### src/rtl/interrupt_sequencer.sv
// BRK/IRQ/NMI/reset micro-sequencer: six bus cycles after the 0x00 opcode fetch
// that push PC and status to the stack, fetch the vector and load the PC.
module interrupt_sequencer #(
    parameter logic [7:0]  STACK_PAGE   = 8'h01,
    parameter logic [15:0] NMI_VECTOR   = 16'hFFFA,
    parameter logic [15:0] RESET_VECTOR = 16'hFFFC,
    parameter logic [15:0] IRQ_VECTOR   = 16'hFFFE
) (
    input  logic        clk,
    input  logic        nrst,
    input  logic        enableFFs,
    input  logic        start,
    input  logic        hwInterrupt,
    input  logic        nmiRunning,
    input  logic        resetRunning,
    input  logic [15:0] pcIn,
    input  logic [7:0]  psrIn,
    input  logic [7:0]  stackPointer,
    input  logic [7:0]  externalDB,
    output logic [15:0] addressOut,
    output logic [7:0]  dataOut,
    output logic        writeEnable,
    output logic        spDecrement,
    output logic        pcLoad,
    output logic [15:0] pcNext,
    output logic        setIFlag,
    output logic        loadNextInstruction,
    output logic        busy
);

    typedef enum logic [2:0] {
        IDLE, T1_PAD, T2_PCH, T3_PCL, T4_PSR, T5_VLO, T6_VHI
    } state_t;

    state_t      state;
    logic [15:0] ret_addr;
    logic [15:0] vec_addr;
    logic [7:0]  vec_lo;
    logic        hw;

    always_ff @(posedge clk or negedge nrst) begin
        if (!nrst) begin
            state    <= IDLE;
            ret_addr <= '0;
            vec_addr <= '0;
            vec_lo   <= '0;
            hw       <= 1'b0;
        end else if (enableFFs) begin
            case (state)
                IDLE: if (start) begin
                    state    <= T1_PAD;
                    // a fetched BRK skips its padding byte; an injected one returns to pcIn
                    ret_addr <= pcIn + {15'd0, ~hwInterrupt};
                    hw       <= hwInterrupt;
                end
                T1_PAD: state <= T2_PCH;
                T2_PCH: state <= T3_PCL;
                T3_PCL: state <= T4_PSR;
                T4_PSR: begin
                    state <= T5_VLO;
                    // late NMI still wins over an IRQ/BRK already in flight
                    if (resetRunning)    vec_addr <= RESET_VECTOR;
                    else if (nmiRunning) vec_addr <= NMI_VECTOR;
                    else                 vec_addr <= IRQ_VECTOR;
                end
                T5_VLO: begin
                    state  <= T6_VHI;
                    vec_lo <= externalDB;
                end
                T6_VHI:  state <= IDLE;
                default: state <= IDLE;
            endcase
        end
    end

    always_comb begin
        addressOut          = '0;
        dataOut             = '0;
        writeEnable         = 1'b0;
        spDecrement         = 1'b0;
        pcLoad              = 1'b0;
        pcNext              = '0;
        setIFlag            = 1'b0;
        loadNextInstruction = 1'b0;
        busy                = (state != IDLE);
        case (state)
            T1_PAD: addressOut = pcIn;
            T2_PCH, T3_PCL, T4_PSR: begin
                addressOut  = {STACK_PAGE, stackPointer};
                writeEnable = enableFFs & ~resetRunning;
                spDecrement = enableFFs;
                if (state == T2_PCH)      dataOut = ret_addr[15:8];
                else if (state == T3_PCL) dataOut = ret_addr[7:0];
                else                      dataOut = {psrIn[7:6], 1'b1, ~hw, psrIn[3:0]};
            end
            T5_VLO: begin
                addressOut = vec_addr;
                setIFlag   = enableFFs;
            end
            T6_VHI: begin
                addressOut          = vec_addr + 16'd1;
                pcNext              = {externalDB, vec_lo};
                pcLoad              = enableFFs;
                loadNextInstruction = enableFFs;
            end
            default: ;
        endcase
    end

endmodule

### config.mk
export PLATFORM = sky130hd
export DESIGN_NAME = interrupt_sequencer
export DESIGN_NICKNAME = d
export VERILOG_FILES = /design/src/rtl/interrupt_sequencer.sv
export SDC_FILE = /design/constraint.sdc
export NUM_CORES = 1
export LEC_CHECK = 0
export BUFFER_PORTS_ARGS = -buffer_cell sky130_fd_sc_hd__clkbuf_2
export CORE_ASPECT_RATIO = 0.6
export CORE_MARGIN = 4
export CORE_UTILIZATION = 25
export DETAILED_ROUTE_END_ITERATION = 10
export GPL_TIMING_DRIVEN = 0
export PLACE_DENSITY = 0.54
export SLEW_MARGIN = 20
export SYNTH_ARGS = -nofsm -noshare
export SYNTH_HDL_FRONTEND = slang
export SYNTH_SLANG_ARGS = --single-unit
### constraint.sdc
create_clock -name clk -period 2.1 [get_ports clk]
set_input_delay 0.105 -clock clk [delete_from_list [all_inputs] [get_ports clk]]
set_output_delay 0.105 -clock clk [all_outputs]
set_load 0.005 [all_outputs]
==> metrics.txt, run 1 <==
CTS root buf clkbuf_16; Comb pwr share 51.7%; Compound-Gate Fraction of Synth Area 22.7%; largest cells by area after synthesis dfrtp_1 (35%), mux2_2 (6.0%), and3_1 (5.3%); P&R area growth vs syn 34.5%; Site Rows 26; synth unique cells 44; final hold viol count 0; Setup Crit Path Kind reg2out; # diodes 0; CP required 2000 ps; Max VDD drop 481 µV; PortBufs 90; crit-path cells buf_6 -> inv_2 -> nor2_4 -> clkbuf_1 -> o21ai_0 -> o21ai_0 -> clkbuf_2; Main synth FF type dfrtp_1; leading cell types in the layout, fill and taps excluded clkbuf_2 (91), dfrtp_1 (31), o21ai_0 (21), nand2_1 (20); Seq/Total Area, Yosys 34.5%; Sink Count 31; WL final 7.46 mm; cell mode on critical path o21ai_0; LEAKAGE 1.47 nW; H-Tree Depth 2; wire length per cell 15.9 µm; Die Y 81.4 µm; Post-Synthesis Cells 258; multi-input logic area 1320 µm²; CP delay by family, top buffers and inverters; CTS tree yes; Max Freq 507 MHz; GRT Total Usage 14.2%; Critical Path Fanout Max 10; number of global-route vias before repair 2285; number of DRC markers in iteration 0 115; post-synth net total 307; Remaining DRCs 0; Internal Power 2.36 mW; CP max stage delay 370 ps; switching share of power 39.7%; clk_lat worst skew 270 ps; clock buffer depth 2; Power Total 3.92 mW; largest family of logic cells by synthesized area compound AO/OA/AOI/OAI gates; clock skew 4.90 ps; Final Max Slew Viols 0; Worst Max-Slew Pin Slew 800 ps; Synth Area in XOR/XNOR 5.46%; via/cell ratio 4.85; RSZ-0062 raised after global routing no; Starting Density 26.1%; global-route wire length before repair 12.0 mm; final worst path period share 93.9%; post-synthesis register bit count 31; Synth warnings 0; register area 776 µm²; Worst slew margin 46.6%; area leader, netlist dfrtp_1; CP arrival 1870 ps; endpoints failing setup 0; mux cell area share after synthesis 7.13%; Post-synth EDFFs 0; Worst Setup Start Kind flop; area of the mapped netlist 2250 µm²; fill count 917; Final #Nets 404; ys async rst share 100%; CTS buffer count 5; via count 2272; register share of total power 26.7%; pwr dens 1300 nW/µm²; overall die area 10600 µm²; clock network power share 21.6%; Post-DRT Antenna Nets 0; max-cap violation count 0; status completed; slowest stage cell, crit path clkbuf_1; ratio of cells with drive above 1 in the final layout 39.9%; post-CTS setup buffers 0; routability cong. 0.849; width of the die 130 µm; post-synthesis simple-gate area fraction 22.3%; clock slew at reported path FFs 50 ps; placed cell areas 2840 µm²; most common cell after layout, fill and taps aside clkbuf_2; drt first pass iters 6; largest net degree at the start of global routing 32; top cell type's share of synthesized area 34.5%; Final min period 1970 ps; grt ovf 0; Buf+Inv Stages, Crit Path 4; Fin Setup TNS 0 ps; dpl hpwl 5.99 mm; Worst Hold Class in2reg; fin area 3020 µm²; area share of fa/ha/maj cells after synthesis 1.11%; Psw 1.55 mW; critical path capture point type output port; core area 8620 µm²; Final Worst Setup Slack 128 ps; pre-CTS setup slack 378 ps; Mean Syn Cell Area 8.71 µm²; initial antenna violation count 0; I/O Pins 93
-- state kept, by name, indices dropped and copies added (netlist names) --
signal and count:
vec_addr 3, vec_lo 8, state 3, hw 1, ret_addr 16
-- per-layer routing --
| metal | vias up | track usage, % | part of all wire (%) | wire (µm) |
|---|---|---|---|---|
| met5 | - | 0 | 0 | 0 |
| met4 | 0 | 2.87 | 0.67 | 50 |
| met3 | 5 | 3.18 | 5.4 | 400 |
| met2 | 61 | 19.2 | 40 | 2950 |
| met1 | 1081 | 22.7 | 54 | 4060 |
| li1 | 1125 | - | - | - |
-- cell families (layout without fill, tap and decap cells) --
logic type | after synthesis | after routing
flip-flops | 31 | 31
AO/OA/AOI/OAI | 79 | 79
XOR/XNOR | 14 | 14
buffers and inverters | 29 | 127
AND/OR/NAND/NOR | 89 | 89
adder cells (fa/ha/maj) | 2 | 2
multiplexers | 14 | 14
-- cell usage after synthesis (3+ instances only) --
library cell and count:
a21o_1 3, a21oi_1 19, a21oi_2 10, a221oi_1 7, a22oi_1 9, a31oi_1 6
and2_1 4, and3_1 19, and4_1 5, buf_2 6, clkbuf_1 9, dfrtp_1 31
inv_1 6, mux2_2 12, nand2_1 20, nand3_1 3, nand4_1 6, nor2_1 20
o21ai_0 21, xnor2_1 6, xor2_1 8
-- path summary, 6_finish.rpt --
check	start	to	slack (ps)	cells past startpoint
worst min-delay path	nmiRunning	vec_addr[2]$_DFFE_PN0P_	20	2
worst max register to register	state[2]$_DFFE_PN0P_	hw$_DFFE_PN0P_	500	5
min in group asynchronous	nrst	vec_lo[7]$_DFFE_PN0P_	450	2
worst min register to register	vec_lo[2]$_DFFE_PN0P_	vec_lo[2]$_DFFE_PN0P_	500	1
worst max-delay path	state[2]$_DFFE_PN0P_	addressOut[0]	130	7
max in group asynchronous	nrst	ret_addr[5]$_DFFE_PN0P_	1140	2
-- stage by stage --
stage	cells	util, %	hold WS [ps]
after detailed placement	460	32.9	236
after floorplan	258	-	-191
final	468	35.0	16.1
after global placement	460	32.9	232
after global routing	468	35.0	15.6
after CTS	469	35.0	14.6
-- final cells by class --
cell class | instances | area share (%)
buffer | 21 | 4.02
clock buffer | 6 | 4.60
clock inverter | 2 | 1.16
inverter | 7 | 0.870
multi-input combinational | 198 | 43.8
sequential | 31 | 25.7
tap | 112 | 4.64
timing repair buffer | 91 | 15.2
-- power by group through the flow --
stage | logic [mW] | registers (mW) | clock network, mW
2_1_floorplan | 1.31 | 0.991 | 0
3_3_place_gp | 1.99 | 1.05 | 0
3_5_place_dp | 2.02 | 1.05 | 0
4_1_cts | 2.03 | 1.05 | 0.861
5_1_grt | 2.28 | 1.08 | 0.884
6_report | 2.02 | 1.05 | 0.846
-- timing repair --
item	CTS	global route
hold buffers	1	0
setup endpoints to repair	0	5
endpoints found under the hold margin	31	0
gates resized for setup	0	3
Power figures use the tool's default switching activity.
==> inputs of run 2 (changes only) <==
Settings changed: CELL_PAD_IN_SITES_DETAIL_PLACEMENT from default to 2, CELL_PAD_IN_SITES_GLOBAL_PLACEMENT from default to 2, PLACE_DENSITY 0.54 to 0.82.
==> run 2 against run 1 <==
Worst setup slack got worse by 12 ps. Fmax fell by 0.62%. First-iteration DRC count fell by 12%. Core utilization fell by 0.36 points. Cell area fell by 1.0%. Critical path depth fell by 1. Sequential share of layout area rose by 0.27 points. Routed wire length rose by 27%. Sequential cell count did not move. Sequential power barely moved. Largest cell class unchanged.
==> metrics.txt, run 2 (same netlist as run 1, synthesis figures left out) <==
clock network power share 17.8% (-3.8 points); hold depth 2 (unchanged); Setup Crit Path Kind reg2out; endpoints failing setup 0 (unchanged); Starting Density 26.1% (unchanged); Comb pwr share 55.1% (+3.4 points); Critical Path Fanout Max 10 (unchanged); initial antenna violation count 0 (unchanged); dpl cells 460 (unchanged); Psw 1.66 mW (+7.1%); dpl hpwl 7.48 mm (+25%); CTS tree yes; worst r2r path cells 5 (unchanged); wire length per cell 20.2 µm (+27%); I/O Pins 93 (unchanged); Hold Path Sink vec_addr[1]$_DFFE_PN0P_; Worst Max-Slew Pin Slew 846 ps (+45.8 ps); PortBufs 90 (unchanged); Hold Crit Start resetRunning; Site Rows 26 (unchanged); Post-Layout Cell Count 468 (unchanged); Reg2Reg Setup Slack 420 ps (-80 ps); drt first pass iters 4 (-2); LEAKAGE 1.46 nW (-0.46%); clock slew at reported path FFs 50 ps (about the same); worst r2r src state[1]$_DFFE_PN0P_; Routed met1 length 4.84 mm (+19%); overall die area 10600 µm² (unchanged); Worst Setup Start Kind flop; Sink Count 31 (unchanged); register share of total power 27.2% (+0.5 points); # diodes 0 (unchanged); Post-DRT Antenna Nets 0 (unchanged); critical path capture point type output port; leading cell types in the layout, fill and taps excluded clkbuf_2 (95), dfrtp_1 (31), o21ai_0 (21), nand2_1 (20); via count 2379 (+4.7%); metal2 WL 4.19 mm (+42%); CTS root buf clkbuf_16; Final Max Slew Viols 0 (unchanged); status completed; Die Y 81.4 µm (unchanged); largest register by flop count ret_addr; routability cong. 0.815 (-4.1%); Worst slew margin 43.6% (-3.1 points); Remaining DRCs 0 (unchanged); global-route wire length before repair 14.7 mm (+23%); width of the die 130 µm (unchanged); R2R Path End vec_addr[2]$_DFFE_PN0P_; grt ovf 0 (unchanged); Internal Power 2.22 mW (-6.0%); Max Freq 504 MHz (-0.62%); Max VDD drop 452 µV (-5.9%); clk_lat worst skew 270 ps (about the same); pwr dens 1300 nW/µm² (+0.26%); number of DRC markers in iteration 0 101 (-12%); WL final 9.44 mm (+27%); final hold viol count 0 (unchanged); largest net degree at the start of global routing 32 (unchanged); Final #Nets 404 (unchanged); GRT Total Usage 18.0% (+3.7 points); CTS buffer count 5 (unchanged); highest routed layer met4; CP arrival 1880 ps (about the same); clock buffer depth 2 (unchanged); CP required 2000 ps (about the same); core area 8620 µm² (unchanged); switching share of power 42.9% (+3.2 points); Largest register FFs 16 (unchanged); most common cell after layout, fill and taps aside clkbuf_2; number of global-route vias before repair 2611 (+14%); Worst Hold Class in2reg; WL met3 373 µm (-6.8%); RSZ-0062 raised after global routing no; Fin Setup TNS 0 ps (unchanged); Largest regs ret_addr (16), vec_lo (8); via/cell ratio 5.08 (+4.7%); clock skew 8.17 ps (+3.27 ps); final worst path period share 94.5% (+0.59 points); H-Tree Depth 2 (unchanged); Final min period 1980 ps (+12.3 ps); P&R area growth vs syn 33.1%; max-cap violation count 0 (unchanged); ratio of cells with drive above 1 in the final layout 40.4% (+0.56 points)
run 2: cell types whose count changed in the layout (fill, tap and decap cells not counted):
cell,change
clkbuf_8,-1
clkbuf_1,-1
bufinv_16,-1
buf_1,-1
clkbuf_2,+4
run 2: cell type report:
cell class              count  area (µm²)
fillers                   985        5630
multi-input cells         198        1320
plain buffers              21         126
clock buffers               7         133
repair buffers             91         460
well taps                 112         140
inverters                   7        26.3
flip-flops and latches     31         776
clock inverters             1        5.00
run 2: what timing repair did:
item | CTS | global route
hold buffers | 1 | 0
setup endpoints to repair | 0 | 27
gates resized for setup | 0 | 10
hold endpoints to repair | 31 | 0
setup buffers | 0 | 0
run 2: power by group through the flow:
stage	combinational (mW)	clock, mW	sequential, mW
final	2.14	0.690	1.06
after global routing	2.41	0.729	1.09
after CTS	2.16	0.700	1.06
after detailed placement	2.13	0	1.06
after global placement	2.01	0	1.04
after floorplan	1.31	0	0.991
run 2: through the flow:
stage	setup WS [ps]	util, %	power [mW]	hold slack [ps]	instance area (µm²)
3_5_place_dp	328	32.9	3.19	249	2840
3_3_place_gp	413	32.9	3.05	224	2840
5_1_grt	1.37	34.7	4.23	31.8	2990
4_1_cts	37.3	34.6	3.92	22.1	2980
6_report	115	34.7	3.88	27.5	2990
2_1_floorplan	563	-	2.30	-191	2250
run 2: worst max path at each step:
| stage | startpoint | to | slack, ps | depth (start not counted) |
|---|---|---|---|---|
| 5_1_grt | state[1]$_DFFE_PN0P_ | addressOut[10] | 1 | 5 |
| 3_5_place_dp | state[2]$_DFFE_PN0P_ | dataOut[1] | 330 | 6 |
| 4_1_cts | state[1]$_DFFE_PN0P_ | dataOut[5] | 40 | 7 |
| 3_3_place_gp | state[2]$_DFFE_PN0P_ | pcLoad | 410 | 7 |
| 6_report | state[1]$_DFFE_PN0P_ | dataOut[4] | 120 | 6 |
| 2_1_floorplan | state[2]$_DFFE_PN0P_ | hw$_DFFE_PN0P_ | 560 | 5 |
run 2: worst max-delay path: stages (launching register included):
cell and delay, ps:
dfrtp_1 340, buf_2 250, nor2b_1 200, buf_2 270, a21oi_1 130, o21ai_0 240, clkbuf_2 180
run 2: routing by layer:
metal	global-route usage [%]	vias up
li1	-	1127
met1	27.6	1192
met2	27.3	58
met3	2.40	2
met4	2.77	0
met5	0	-
==> inputs of run 3 (changes only) <==
Settings changed: ABC_AREA from default to 1, CORE_UTILIZATION 25 to 24, PLACE_DENSITY 0.82 to 0.86.
==> run 3 against run 2 <==
Sequential cell count unchanged. Combinational power fell by 5%. Critical path depth up 2. Count of clock-buffer cells in the layout grew 1. Hold slack improved by 39 ps. Critical endpoint is now addressOut[0]. Largest power group unchanged.
==> metrics.txt, run 3 <==
Main synth FF type dfrtp_1; Psw 1.76 mW (+5.5%); Synth warnings 0 (unchanged); ratio of cells with drive above 1 in the final layout 32.5% (-7.9 points); clock network power share 20.0% (+2.2 points); Worst Hold Class in2reg; top cell type's share of synthesized area 36.3% (+1.7 points); routability cong. 0.773 (-5.2%); Power Total 3.92 mW (+1.0%); endpoints failing setup 0 (unchanged); Post-DRT Antenna Nets 0 (unchanged); # diodes 0 (unchanged); WL final 9.72 mm (+3.0%); CP max stage delay 350 ps (about the same); max-cap violation count 0 (unchanged); Internal Power 2.17 mW (-2.3%); I/O Pins 93 (unchanged); drt first pass iters 4 (unchanged); post-synth net total 363 (+18%); switching share of power 44.8% (+1.9 points); status completed; global-route wire length before repair 15.3 mm (+4.1%); Final Max Slew Viols 0 (unchanged); number of global-route vias before repair 2813 (+7.7%); pre-CTS setup slack 244 ps (-84.5 ps); Fin Setup TNS 0 ps (unchanged); RSZ-0062 raised after global routing yes; PortBufs 90 (unchanged); Largest register FFs 16 (unchanged); leading cell types in the layout, fill and taps excluded clkbuf_2 (90), nand2_1 (87), inv_1 (43), nor2_1 (43), dfrtp_1 (29); critical path capture point type output port; overall die area 10500 µm² (-0.75%); cell mode on critical path nand2_1; Largest regs ret_addr (16), vec_lo (8); Remaining DRCs 0 (unchanged); Seq/Total Area, Yosys 36.3% (+1.7 points); clock skew 3.65 ps (-4.52 ps); via/cell ratio 4.83 (-5.1%); top cells by count, synth nand2_1 (87), inv_1 (44), nor2_1 (43); clk_lat worst skew 280 ps (about the same); largest net degree at the start of global routing 32 (unchanged); area of the mapped netlist 2140 µm² (-4.8%); Final min period 2040 ps (+52.2 ps); register area 778 µm² (+0.32%); Mean Syn Cell Area 6.81 µm² (-22%); CP arrival 1930 ps (+50 ps); CTS buffer count 5 (unchanged); Worst Max-Slew Pin Slew 834 ps (-11.7 ps); largest cells by area after synthesis dfrtp_1 (36%), nand2_1 (15%), inv_1 (7.7%); register share of total power 28.0% (+0.8 points); pwr dens 1340 nW/µm² (+3.2%); via count 2543 (+6.9%); P&R area growth vs syn 36.8%; Setup Crit Path Kind reg2out; top-count cell post-synth nand2_1; ys async rst share 100% (unchanged); largest register by flop count ret_addr; Worst Setup Start Kind flop; Reg2Reg Setup Slack 540 ps (+120 ps); clock buffer depth 2 (unchanged); post-synthesis register bit count 31 (unchanged); synth unique cells 29 (-34%); CP required 2000 ps (about the same); area leader, netlist dfrtp_1; Site Rows 26 (unchanged); clock slew at reported path FFs 50 ps (about the same); Post-synth EDFFs 0 (unchanged); Comb pwr share 52.0% (-3.1 points); final hold viol count 0 (unchanged); wire length per cell 18.4 µm (-8.6%); width of the die 130 µm (-0.39%); fill count 1055 (+7.1%); Final #Nets 463 (+15%); Max Freq 491 MHz (-2.6%); GRT Total Usage 19.1% (+1.1 points); LEAKAGE 1.62 nW (+11%); most common cell after layout, fill and taps aside clkbuf_2; crit-path cells buf_2 -> nand2_1 -> clkinvlp_4 -> nor2_4 -> inv_1 -> nand2_1 -> nand3_1 -> clkbuf_2; Die Y 81.1 µm (-0.37%); number of DRC markers in iteration 0 83 (-18%); CTS tree yes; multi-input logic area 1120 µm² (-15%); initial antenna violation count 0 (unchanged); Max VDD drop 311 µV (-31%); Critical Path Fanout Max 8 (-2); Post-Synthesis Cells 314 (+22%); Finished Core Util 34.1% (-0.61 points); slowest stage cell, crit path dfrtp_1; core area 8590 µm² (-0.38%); H-Tree Depth 2 (unchanged); grt ovf 0 (unchanged); Starting Density 24.9% (-1.2 points); dpl hpwl 7.43 mm (-0.63%); Worst slew margin 44.4% (+0.78 points); Sink Count 31 (unchanged); final worst path period share 97.0% (+2.5 points); CTS root buf clkbuf_16; Final Worst Setup Slack 63.1 ps (-52.2 ps)
==> run 3: cell count changes in the layout (fill, tap and decap cells not counted), sizes merged, moves of 13 or more <==
cell	change
nand2	+70
nor2	+28
inv	+39
nand3	+17
mux2	-13
a21oi	-21
and3	-19
==> run 3: final cells by class <==
type	instances	area share [%]
Sequential cell	31	26.6
Multi-Input combinational cell	227	38.5
Inverter	47	6.16
Buffer	9	2.31
Clock buffer	8	5.35
Tap cell	112	4.79
Timing Repair Buffer	93	16.3
==> run 3: metrics by stage <==
step	hold WS [ps]	cell area [µm²]	cells
final	66.9	2930	527
after global routing	94.7	2930	527
after CTS	72.0	2920	527
after detailed placement	251	2730	516
after global placement	224	2730	516
after floorplan	-191	2140	314
==> run 3: cells by family after synthesis <==
family,Yosys count,share of synthesized area (%)
AOI/OAI and AO/OA,53,15.4
buffers and inverters,56,11.4
DFF,31,36.3
adders and majority gates,2,1.17
and+or+nand+nor,167,33.7
xor gates and xnor gates,5,2.05
==> run 3: path summary, 6_finish.rpt <==
path,startpoint,end,cells past startpoint
setup reg to reg,state[0]$_DFFE_PN0P_,ret_addr[13]$_DFFE_PN0P_,9
hold reg to reg,ret_addr[7]$_DFFE_PN0P_,ret_addr[7]$_DFFE_PN0P_,2
setup / recovery,state[2]$_DFFE_PN0P_,addressOut[0],8
min in group asynchronous,nrst,vec_lo[4]$_DFFE_PN0P_,2
max in group asynchronous,nrst,state[0]$_DFFE_PN0P_,2
hold / removal,externalDB[6],vec_lo[6]$_DFFE_PN0P_,3
==> run 3: power by group through the flow <==
stage	Clock, mW	Sequential (mW)	Combinational (mW)
after global routing	0.809	1.13	2.29
after floorplan	0	1.02	1.17
after CTS	0.789	1.10	2.08
after detailed placement	0	1.09	2.01
final	0.784	1.10	2.04
after global placement	0	1.05	1.89
==> run 3: per-layer routing <==
layer  wire length (µm)  vias to the layer above  track usage [%]
met2               4720                       60             32.6
met1               4470                     1273             25.2
li1                   -                     1196                -
met4                185                        0             5.08
met3                343                       14             3.09
met5                  0                        -                0
==> run 3: worst max-delay path, delay by kind of cell (launching register included) <==
| kind | cells | cell delay, ps |
|---|---|---|
| and+or+nand+nor | 4 | 580 |
| DFF | 1 | 350 |
| buffers and inverters | 4 | 700 |
==> run 3: repair_timing <==
item	CTS	global route
setup buffers	1	0
hold endpoints to repair	32	0
endpoints found under the setup margin	7	2
gates resized for setup	3	1
hold buffers	2	0
